**src/rtl/dist_ascii_tx_pkg.sv**
```systemverilog
// Shared types, ASCII constants and byte/BCD helpers for the distance-to-ASCII
// transmitter.
package dist_tx_pkg;

    typedef enum logic [1:0] {
        ST_IDLE = 2'd0,
        ST_CONV = 2'd1,
        ST_SEND = 2'd2
    } state_e;

    localparam logic [7:0] ASCII_SPACE = 8'h20;
    localparam logic [7:0] ASCII_C     = 8'h63;
    localparam logic [7:0] ASCII_M     = 8'h6D;
    localparam logic [7:0] ASCII_CR    = 8'h0D;
    localparam logic [7:0] ASCII_LF    = 8'h0A;
    localparam logic [7:0] ASCII_ZERO  = 8'h30;
    localparam logic [7:0] ASCII_O     = 8'h4F;
    localparam logic [7:0] ASCII_R     = 8'h52;

    localparam int REC_LEN = 8;
    localparam int OOR_LEN = 5;
    localparam int SAT_CM  = 999;

    // One double-dabble correction: every BCD nibble >= 5 gets +3 before the shift.
    function automatic logic [11:0] dabble_step(input logic [11:0] bcd);
        logic [11:0] r;
        r = bcd;
        for (int n = 0; n < 3; n++) begin
            if (r[n*4 +: 4] >= 4'd5) r[n*4 +: 4] = r[n*4 +: 4] + 4'd3;
        end
        return r;
    endfunction

    function automatic logic [7:0] rec_byte(input logic [2:0] idx, input logic [11:0] bcd);
        logic [7:0] b;
        // NOTE: default first so every path assigns b; the same habit in always_comb avoids latches.
        b = 8'h00;
        case (idx)
            3'd0: b = (bcd[11:8] == 4'd0) ? ASCII_SPACE : ASCII_ZERO + {4'd0, bcd[11:8]};
            3'd1: b = (bcd[11:4] == 8'd0) ? ASCII_SPACE : ASCII_ZERO + {4'd0, bcd[7:4]};
            3'd2: b = ASCII_ZERO + {4'd0, bcd[3:0]};
            3'd3: b = ASCII_SPACE;
            3'd4: b = ASCII_C;
            3'd5: b = ASCII_M;
            3'd6: b = ASCII_CR;
            3'd7: b = ASCII_LF;
            default: b = 8'h00;
        endcase
        return b;
    endfunction

    function automatic logic [7:0] oor_byte(input logic [2:0] idx);
        logic [7:0] b;
        b = 8'h00;
        case (idx)
            3'd0, 3'd1: b = ASCII_O;
            3'd2:       b = ASCII_R;
            3'd3:       b = ASCII_CR;
            3'd4:       b = ASCII_LF;
            default:    b = 8'h00;
        endcase
        return b;
    endfunction

endpackage

```
**src/rtl/dist_ascii_tx_bin2bcd_seq.sv**
```systemverilog
// Sequential double-dabble: start loads the binary value, DIST_W shift cycles
// later bcd_o holds three BCD digits; done_o marks the cycle of the final shift.
module bin2bcd_seq
    import dist_tx_pkg::*;
#(
    parameter int DIST_W = 10
) (
    input  logic              clk_i,
    input  logic              rst_i,
    input  logic              start_i,
    input  logic [DIST_W-1:0] bin_i,
    output logic [11:0]       bcd_o,
    output logic              done_o
);

    localparam int CNT_W = $clog2(DIST_W + 1);
    localparam logic [CNT_W-1:0] CNT_ONE  = CNT_W'(1);
    localparam logic [CNT_W-1:0] CNT_LOAD = CNT_W'(DIST_W);

    logic [DIST_W-1:0] bin_q;
    logic [11:0]       bcd_q;
    logic [CNT_W-1:0]  cnt_q;

    // NOTE: sequential state uses non-blocking assignments so all registers update together.
    always_ff @(posedge clk_i or posedge rst_i) begin
        if (rst_i) begin
            bin_q <= '0;
            bcd_q <= '0;
            cnt_q <= '0;
        end else if (start_i) begin
            bin_q <= bin_i;
            bcd_q <= '0;
            cnt_q <= CNT_LOAD;
        end else if (cnt_q != '0) begin
            {bcd_q, bin_q} <= {dabble_step(bcd_q), bin_q} << 1;
            cnt_q          <= cnt_q - CNT_ONE;
        end
    end

    assign bcd_o  = bcd_q;
    assign done_o = (cnt_q == CNT_ONE);

endmodule

```
**src/rtl/dist_ascii_tx.sv**
```systemverilog
// Converts one distance sample to the ASCII record "DDD cm\r\n" on a valid/ready
// byte stream. Define DIST_TX_OOR_EN to emit "OOR\r\n" for samples above MAX_CM.
module dist_ascii_tx
    import dist_tx_pkg::*;
#(
    parameter int DIST_W = 10,
    parameter int MAX_CM = 400
) (
    input  logic              hw_clk,
    input  logic              rst,
    input  logic              dist_valid,
    input  logic [DIST_W-1:0] dist_cm,
    output logic [7:0]        tx_data,
    output logic              tx_valid,
    input  logic              tx_ready,
    output logic              busy,
    output logic              sat,
    output logic              dropped
);

`ifdef DIST_TX_OOR_EN
    localparam bit OOR_EN = 1'b1;
`else
    localparam bit OOR_EN = 1'b0;
`endif

    localparam logic [2:0] LAST_REC = 3'(REC_LEN - 1);
    localparam logic [2:0] LAST_OOR = 3'(OOR_LEN - 1);

    state_e            state_q;
    logic [2:0]        idx_q;
    logic              tx_valid_q;
    logic              sat_q;
    logic              dropped_q;
    logic              oor_q;

    logic              over_sat;
    logic              is_oor;
    logic              bcd_start;
    logic              bcd_done;
    logic [11:0]       bcd;
    logic [DIST_W-1:0] sample_d;
    logic [2:0]        last_idx;

    assign over_sat  = 32'(dist_cm) > SAT_CM;
    assign is_oor    = OOR_EN && (32'(dist_cm) > MAX_CM);
    assign sample_d  = over_sat ? DIST_W'(SAT_CM) : dist_cm;
    assign bcd_start = (state_q == ST_IDLE) && dist_valid && !is_oor;
    assign last_idx  = oor_q ? LAST_OOR : LAST_REC;

    bin2bcd_seq #(
        .DIST_W (DIST_W)
    ) u_bcd (
        .clk_i   (hw_clk),
        .rst_i   (rst),
        .start_i (bcd_start),
        .bin_i   (sample_d),
        .bcd_o   (bcd),
        .done_o  (bcd_done)
    );

    always_ff @(posedge hw_clk or posedge rst) begin
        if (rst) begin
            state_q    <= ST_IDLE;
            idx_q      <= '0;
            tx_valid_q <= 1'b0;
            sat_q      <= 1'b0;
            dropped_q  <= 1'b0;
            oor_q      <= 1'b0;
        end else begin
            // The final-accept cycle still counts as busy, so a strobe there is dropped.
            dropped_q <= dist_valid && (state_q != ST_IDLE);
            case (state_q)
                ST_IDLE: begin
                    if (dist_valid) begin
                        idx_q <= '0;
                        oor_q <= is_oor;
                        if (is_oor) begin
                            state_q    <= ST_SEND;
                            tx_valid_q <= 1'b1;
                        end else begin
                            state_q <= ST_CONV;
                            sat_q   <= over_sat;
                        end
                    end
                end
                ST_CONV: begin
                    if (bcd_done) begin
                        state_q    <= ST_SEND;
                        tx_valid_q <= 1'b1;
                    end
                end
                ST_SEND: begin
                    if (tx_ready) begin
                        if (idx_q == last_idx) begin
                            state_q    <= ST_IDLE;
                            tx_valid_q <= 1'b0;
                            idx_q      <= '0;
                        end else begin
                            idx_q <= idx_q + 3'd1;
                        end
                    end
                end
                default: state_q <= ST_IDLE;
            endcase
        end
    end

    // Byte is decoded from registered index and digits only, so it holds during a stall.
    assign tx_data  = !tx_valid_q ? 8'h00 : (oor_q ? oor_byte(idx_q) : rec_byte(idx_q, bcd));
    assign tx_valid = tx_valid_q;
    assign busy     = (state_q != ST_IDLE);
    assign sat      = sat_q;
    assign dropped  = dropped_q;

endmodule

```
**config.mk**
```make
export PLATFORM = sky130hd
export DESIGN_NAME = dist_ascii_tx
export DESIGN_NICKNAME = d
export VERILOG_FILES = /design/src/rtl/dist_ascii_tx_pkg.sv /design/src/rtl/dist_ascii_tx_bin2bcd_seq.sv /design/src/rtl/dist_ascii_tx.sv
export SDC_FILE = /design/constraint.sdc
export NUM_CORES = 1
export LEC_CHECK = 0
export CAP_MARGIN = 20
export CORE_MARGIN = 10
export CORE_UTILIZATION = 59
export CTS_BUF_LIST = sky130_fd_sc_hd__clkbuf_8
export DETAILED_ROUTE_END_ITERATION = 16
export DONT_BUFFER_PORTS = 1
export PLACE_DENSITY = 0.81
export RECOVER_POWER = 25
export SLEW_MARGIN = 20
export SYNTH_ARGS = -nofsm -noshare
export SYNTH_HDL_FRONTEND = slang
export SYNTH_SLANG_ARGS = --single-unit
```
**constraint.sdc**
```tcl
create_clock -name hw_clk -period 1.65 [get_ports hw_clk]
set_input_delay 0 -clock hw_clk [delete_from_list [all_inputs] [get_ports hw_clk]]
set_output_delay 0 -clock hw_clk [all_outputs]
set_load 0.05 [all_outputs]
```
==> results of run 1 <==
-- metrics by stage --
| stage | util | setup TNS (ns) | total power [mW] | cells | instance area [µm²] |
|---|---|---|---|---|---|
| 4_1_cts | 0.827 | -1.01 | 5.63 | 328 | 2780 |
| 2_1_floorplan | - | -0.176 | 3.66 | 229 | 2140 |
| 3_3_place_gp | 0.728 | 0 | 4.65 | 302 | 2450 |
| 6_report | 0.876 | -1.00 | 6.20 | 334 | 2950 |
| 3_5_place_dp | 0.728 | -0.0994 | 4.77 | 302 | 2450 |
| 5_1_grt | 0.876 | -1.73 | 6.58 | 334 | 2950 |
-- report_power, final --
part | switching, mW | internal [mW]
Sequential | 0.390 | 1.20
Clock | 0.295 | 0.278
Combinational | 2.11 | 1.92
Total | 2.80 | 3.40
-- timing repair --
item | in CTS | in global routing
setup buffers | 7 | 8
hold endpoints to repair | 47 | 0
resized for setup | 23 | 24
setup endpoints to repair | 10 | 20
pin swaps | 8 | 18
hold buffers | 13 | 0
-- tightest hold or removal path: stages --
cell and delay, ns:
nand4_1 0.08, o21ai_2 0.11, o21a_1 0.11
-- area by class of cell --
cell class,instances,share of cell area
sequential,34,0.289
tap,46,0.0195
clock buffer,5,0.0233
multi-input combinational,168,0.453
inverter,17,0.0216
timing repair buffer,62,0.190
clock inverter,2,0.00255
-- flip-flops by register name, summed over array words and instances, names as in the netlist --
register     cells
u_bcd.cnt_q      4
tx_valid         1
u_bcd.bin_q     10
sat              1
u_bcd.bcd_o     12
idx_q            3
dropped          1
state_q          2
-- cells by family (layout without fill, tap and decap cells) --
| group | Yosys count | in the layout |
|---|---|---|
| adders and majority gates | 15 | 15 |
| other | 1 | 1 |
| AOI/OAI and AO/OA | 65 | 65 |
| muxes | 5 | 5 |
| buffers and inverters | 27 | 86 |
| DFF | 34 | 34 |
| and+or+nand+nor | 79 | 79 |
| xor gates and xnor gates | 3 | 3 |
-- cell usage in the layout, fill, tap and decap left out, types with 3 or more instances in the layout --
cell / instances
buf_4: 40
dfrtp_1: 32
nand2_1: 25
nor2_1: 17
a21oi_1: 15
o21ai_0: 13
dlygate4sd3_1: 13
inv_1: 12
ha_1: 8
a31oi_1: 7
inv_2: 7
a21oi_2: 6
ha_4: 6
mux2i_1: 5
clkbuf_8: 5
nor3b_4: 4
a22o_1: 4
nand3_1: 4
nor3_1: 4
buf_12: 4
buf_6: 4
xnor2_1: 3
nand2b_1: 3
and3_1: 3
-- layer usage --
layer / wire (µm) / share of wire / up-vias
met3: 384 / 0.065 / 19
met5: 0 / 0 / -
met2: 3090 / 0.52 / 88
li1: - / - / 924
met4: 191 / 0.032 / 0
met1: 2280 / 0.38 / 987
-- how the worst max path moves through the flow --
stage / start / endpoint / cells past startpoint
2_1_floorplan: idx_q[1] / tx_data[1] / 7
3_3_place_gp: u_bcd.bcd_o[4] / u_bcd.bcd_o[5] / 6
3_5_place_dp: u_bcd.bcd_o[4] / u_bcd.bcd_o[5] / 6
4_1_cts: idx_q[1] / tx_data[0] / 8
5_1_grt: u_bcd.bcd_o[4] / tx_data[0] / 8
6_report: u_bcd.bcd_o[4] / tx_data[0] / 8
==> results by group, run 1 <==
Clock tree
  – CTS H-tree lvls: 2
  – Root buf cell: clkbuf_8
  – Clock Latency Late Sink: 0.28 ns
  – Max Buffers Root-to-Sink: 2
  – CTS Sinks: 34
  – Clock-pin slew on the worst setup and hold paths: ~0.07 ns
  – TritonCTS clock tree: built
  – Clock buffer count from CTS: 5

Worst setup path
  – Critical Path Sink Type: primary output
  – Worst-path fanout max: 2
  – Setup slack, reg-to-reg: -0.03 ns
  – Worst-path cell chain: inv_2 > ha_4 > nor3b_4 > a311oi_2 > buf_4 > a21oi_4 > nor3b_4 > buf_12
  – Worst r2r dst: u_bcd.bcd_o[6]
  – WS Path Type: reg2out
  – Crit path top cell by count: nor3b_4
  – Top Family by Delay on Critical Path: buffers and inverters
  – Reg2reg path depth: 8
  – Req. time, crit path: 1.65 ns
  – Biggest cell delay along the critical path: 0.36 ns
  – WP data arrival: 1.91 ns
  – Worst reg2reg path startpoint: u_bcd.bcd_o[5]
  – Type of origin of the critical path: register
  – Crit path max-delay cell type: dfrtp_1
  – WP buf/inv: 3

Drt
  – First drt pass iteration count: 4
  – Via Count: about 2000
  – Drt drc: 0
  – Vias per Instance: 6.04
  – Post-DR wirelength/cell: 17.8 µm
  – Antenna viol nets, final: 0
  – Drt total wl: 5.95 mm
  – DRT iter0 DRCs: about 150

Placed design
  – Place WS: -0.0663 ns
  – Routability-driven placement congestion ratio: approximately 0.88
  – DP HPWL: 3.54 mm
  – IO buf count: 0

Global routing
  – First-pass GRT wire length: 8.97 mm
  – Initial antenna violation count: 0
  – Met1 Use GR: 0.192
  – Pin count of the biggest net entering global routing: 35
  – Global route hottest layer: met2
  – Met2 Usage GRT: 0.310
  – Gr ovfl total: 0
  – Met3 usage: 0.0394
  – Global Route Usage Sum: 0.173
  – Via count of the first global-routing pass: 1937

Timing
  – Final-report hold violation count: 0
  – Setup WS post-layout: -0.256 ns
  – Final worst path period need: 1.91 ns
  – RSZ-0062 raised after global routing: yes
  – Hold WS: 0.0617 ns
  – Worst Max-Slew Pin Slew: between 0.8 and 0.9 ns
  – Clock Skew: 0.00469 ns
  – Final Max Slew Viols: 0
  – Slew HR: 0.434
  – Final clock period utilization by the worst path: 1.16
  – Max Freq: 0.525 GHz
  – Final Setup Violations: 6

Logic synthesis
  – Sequential element share of the synthesized area: 0.409
  – EDFF count, synth: 0
  – Main synth FF type: dfrtp_1
  – Adder-cell share of the synthesized area: 0.0901
  – Post-synth top cells: dfrtp_1 (34), nand2_1 (27), a21oi_1 (23)
  – Post-Syn Area: 2080 µm²
  – Yosys top cell by area: dfrtp_1
  – Largest family of logic cells by synthesized area: compound AO/OA/AOI/OAI gates
  – Mux contribution to synthesized area: 0.0240
  – Syn_area_per_cell: around 9.1 µm²
  – Post-Synth XOR/XNOR Area: 0.0126
  – Warnings from Yosys: 0
  – Count leader, synth: dfrtp_1
  – Synth Area in Compound Gates: 0.200
  – Yosys top cell area share: 0.409
  – Syn_nets: 258
  – Count of state elements after synthesis: 34
  – Area contributors post-synth: dfrtp_1 (41%), ha_1 (9.0%), a21oi_1 (5.5%), nand2_1 (4.9%), o21ai_0 (3.6%)
  – Async set-reset flop share out of synthesis: 1.00
  – Post-Syn Instances: 229
  – Post-synthesis simple-gate area fraction: 0.195
  – Library cells used by synthesis: 44

Finish
  – Share of cells above drive strength 1: 0.361
  – Diode count: 0
  – Register area: 853 µm²
  – Area of the multi-input gates: 1340 µm²
  – Area grow syn2layout: 41.6%
  – NumNets Final: between 300 and 400
  – Fillers: 168

Floorplan
  – Starting Density: 0.619
  – # rows: 21
  – Core area: 3360 µm²
  – I/O pin cnt: 26
  – Die Y: 79.4 µm
  – Die Footprint: 6310 µm²
  – Die Width: 79.4 µm

Outcome
  – Failing checks: setup timing
  – Status: finished, violations left

Pwr
  – Max rail drop VDD: 1390 µV
  – Leakage: 1.32 nW
  – Power Density: 2100 nW/µm²

Min path
  – Min-delay worst type: in2reg
  – Hold Crit Start: dist_cm[9]
  – WHS Endpoint: sat
  – Hold Path Stages: 3

Flow run
  – Max-Cap Viols: 0
Note: power is estimated with default switching activity, not from simulation.
==> inputs of run 2 (changes only) <==
CORE_MARGIN = 1.5   (was 10)
==> results by group, run 2 (synthesized netlist as in run 1, its figures left out) <==
Worst setup path
  – Crit path max-delay cell type: dfrtp_1
  – Type of origin of the critical path: register
  – Biggest cell delay along the critical path: 0.42 ns (+0.06 ns)
  – Worst-path fanout max: 4 (+2)
  – Worst-path cell chain: inv_2 > ha_4 > inv_2 > a311oi_4 > buf_6 > a21oi_4 > nor3b_4 > buf_12
  – WP data arrival: 2.00 ns (+0.09 ns)
  – Crit path top cell by count: inv_2
  – WS Path Type: reg2out
  – Req. time, crit path: 1.65 ns (about the same)
  – Critical Path Sink Type: primary output

Global routing
  – Via count of the first global-routing pass: 2062 (+6.5%)
  – Global route hottest layer: met2
  – Gr ovfl total: 0 (unchanged)
  – Met3 usage: 0.0667 (+0.0273)
  – Global Route Usage Sum: 0.330 (+0.157)
  – First-pass GRT wire length: 9.93 mm (+11%)
  – Met1 Use GR: 0.375 (+0.183)
  – Initial antenna violation count: 0 (unchanged)
  – Pin count of the biggest net entering global routing: 35 (unchanged)
  – Met2 Usage GRT: 0.586 (+0.276)

Drt
  – DRT iter0 DRCs: 286 (+86%)
  – Via Count: 2324 (+15%)
  – Drt drc: 0 (unchanged)
  – Vias per Instance: 6.84 (+13%)
  – Drt total wl: 8.47 mm (+42%)
  – First drt pass iteration count: 5 (+1)
  – Antenna viol nets, final: 0 (unchanged)
  – Post-DR wirelength/cell: 24.9 µm (+40%)

Min path
  – Min-delay worst type: in2reg

Finish
  – Max reg flops: 12 (unchanged)
  – Utilization after layout: 0.924 (+0.0480)
  – Leading cell type in the layout, fill and taps excluded: buf_4
  – NumNets Final: 324 (+2.2%)
  – Area of the multi-input gates: 1390 µm² (+4.0%)
  – Area grow syn2layout: 49.3%
  – Register area: 852 µm² (-0.15%)
  – Share of cells above drive strength 1: 0.422 (+0.0607)
  – Most frequent cells in the layout: buf_4 (39), dfrtp_1 (33), nand2_1 (20), nor2_1 (18), a21oi_1 (14)
  – Fillers: 114 (-32%)
  – Diode count: 0 (unchanged)

Clock tree
  – Clock buffer count from CTS: 5 (unchanged)
  – TritonCTS clock tree: built
  – CTS Sinks: 34 (unchanged)
  – Clock-pin slew on the worst setup and hold paths: 0.07 ns (about the same)
  – CTS H-tree lvls: 2 (unchanged)
  – Max Buffers Root-to-Sink: 2 (unchanged)
  – Root buf cell: clkbuf_8
  – Clock Latency Late Sink: 0.29 ns (about the same)

Placed design
  – Routability-driven placement congestion ratio: 0.897 (+2.5%)
  – Place WS: -0.0500 ns (+0.0163 ns)
  – IO buf count: 0 (unchanged)
  – DP HPWL: 3.36 mm (-5.0%)

Pwr
  – Max rail drop VDD: 1450 µV (+4.4%)
  – Leakage: 1.37 nW (+4.1%)
  – Total power: 6.89 mW (+11%)
  – Power Density: 2210 nW/µm² (+5.3%)

Timing
  – Setup WS post-layout: -0.346 ns (-0.0900 ns)
  – RSZ-0062 raised after global routing: yes
  – Final Setup Violations: 22 (+16)
  – Final clock period utilization by the worst path: 1.21 (+0.0545)
  – Final worst path period need: 2.00 ns (+0.0900 ns)
  – Final-report hold violation count: 0 (unchanged)
  – Slew HR: 0.433 (-0.00162)
  – Hold WS: 0.0620 ns (+0.000250 ns)
  – Worst Max-Slew Pin Slew: 0.851 ns (+0.00243 ns)
  – Setup TNS: -2.29 ns (-1.29 ns)
  – Max Freq: 0.501 GHz (-4.5%)
  – Final Max Slew Viols: 0 (unchanged)
  – Clock Skew: 0.00393 ns (-0.000758 ns)

Outcome
  – Failing checks: setup timing
  – Status: finished, violations left

Floorplan
  – # rows: 21 (unchanged)
  – Core area: 3360 µm² (unchanged)
  – Die Width: 62.4 µm (-21%)
  – Starting Density: 0.619 (unchanged)
  – Die Footprint: 3890 µm² (-38%)
  – Die Y: 62.4 µm (-21%)
  – I/O pin cnt: 26 (unchanged)

Flow run
  – Max-Cap Viols: 0 (unchanged)
==> run 2: cell count changes in the layout (fill, tap and decap cells not counted), sizes merged <==
| cell | before | now |
|---|---|---|
| buf | 48 | 55 |
| clkbuf | 6 | 7 |
| inv | 19 | 17 |
==> run 2: report_power, final <==
part / total (mW) / switching (mW) / leakage [nW] / internal, mW
clock: 0.629 / 0.307 / 0.0431 / 0.322
sequential: 1.69 / 0.488 / 0.417 / 1.20
combinational: 4.57 / 2.45 / 0.911 / 2.12
==> run 2: worst max-delay path: cells and delay by family (launching register included) <==
| kind | cells | cell delay (ns) |
|---|---|---|
| buffers and inverters | 4 | 0.52 |
| DFF | 1 | 0.42 |
| AOI/OAI and AO/OA | 2 | 0.35 |
| and+or+nand+nor | 1 | 0.23 |
| adders and majority gates | 1 | 0.18 |
==> run 2: what timing repair did <==
item / 4_1_cts / 5_1_grt
gates cloned: 1 / 0
resized for setup: 23 / 50
endpoints found under the hold margin: 47 / 0
endpoints found under the setup margin: 11 / 23
hold buffers: 13 / 0
pin swaps: 9 / 27
setup buffers: 5 / 15
==> run 2: path summary, 6_finish.rpt <==
kind	startpoint	to	slack [ns]	cells after the start
setup / recovery	idx_q[1]	tx_data[0]	-0.35	8
hold / removal	dist_cm[9]	sat	0.06	3
setup reg to reg	u_bcd.bcd_o[4]	u_bcd.bcd_o[5]	-0.11	8
hold reg to reg	u_bcd.bin_q[2]	u_bcd.bin_q[2]	0.55	2
max in group asynchronous	rst	idx_q[0]	0.65	3
min in group asynchronous	rst	u_bcd.cnt_q[3]	0.42	3
==> run 2: layout make-up <==
class	instances	area share
clock buffers	6	0.0266
repair buffers	69	0.213
well taps	46	0.0185
multi-input cells	168	0.447
inverters	17	0.0205
flip-flops and latches	34	0.274
==> run 2: stage by stage <==
stage / area [µm²] / std cells
2_1_floorplan: 2140 / 229
3_3_place_gp: 2450 / 302
3_5_place_dp: 2450 / 302
4_1_cts: 2820 / 327
5_1_grt: 3110 / 340
6_report: 3110 / 340
==> run 2: routing by layer <==
metal / wire length [µm] / part of all wire
met1: 3040 / 0.36
met2: 4060 / 0.48
met3: 801 / 0.095
met4: 563 / 0.066
met5: 0 / 0
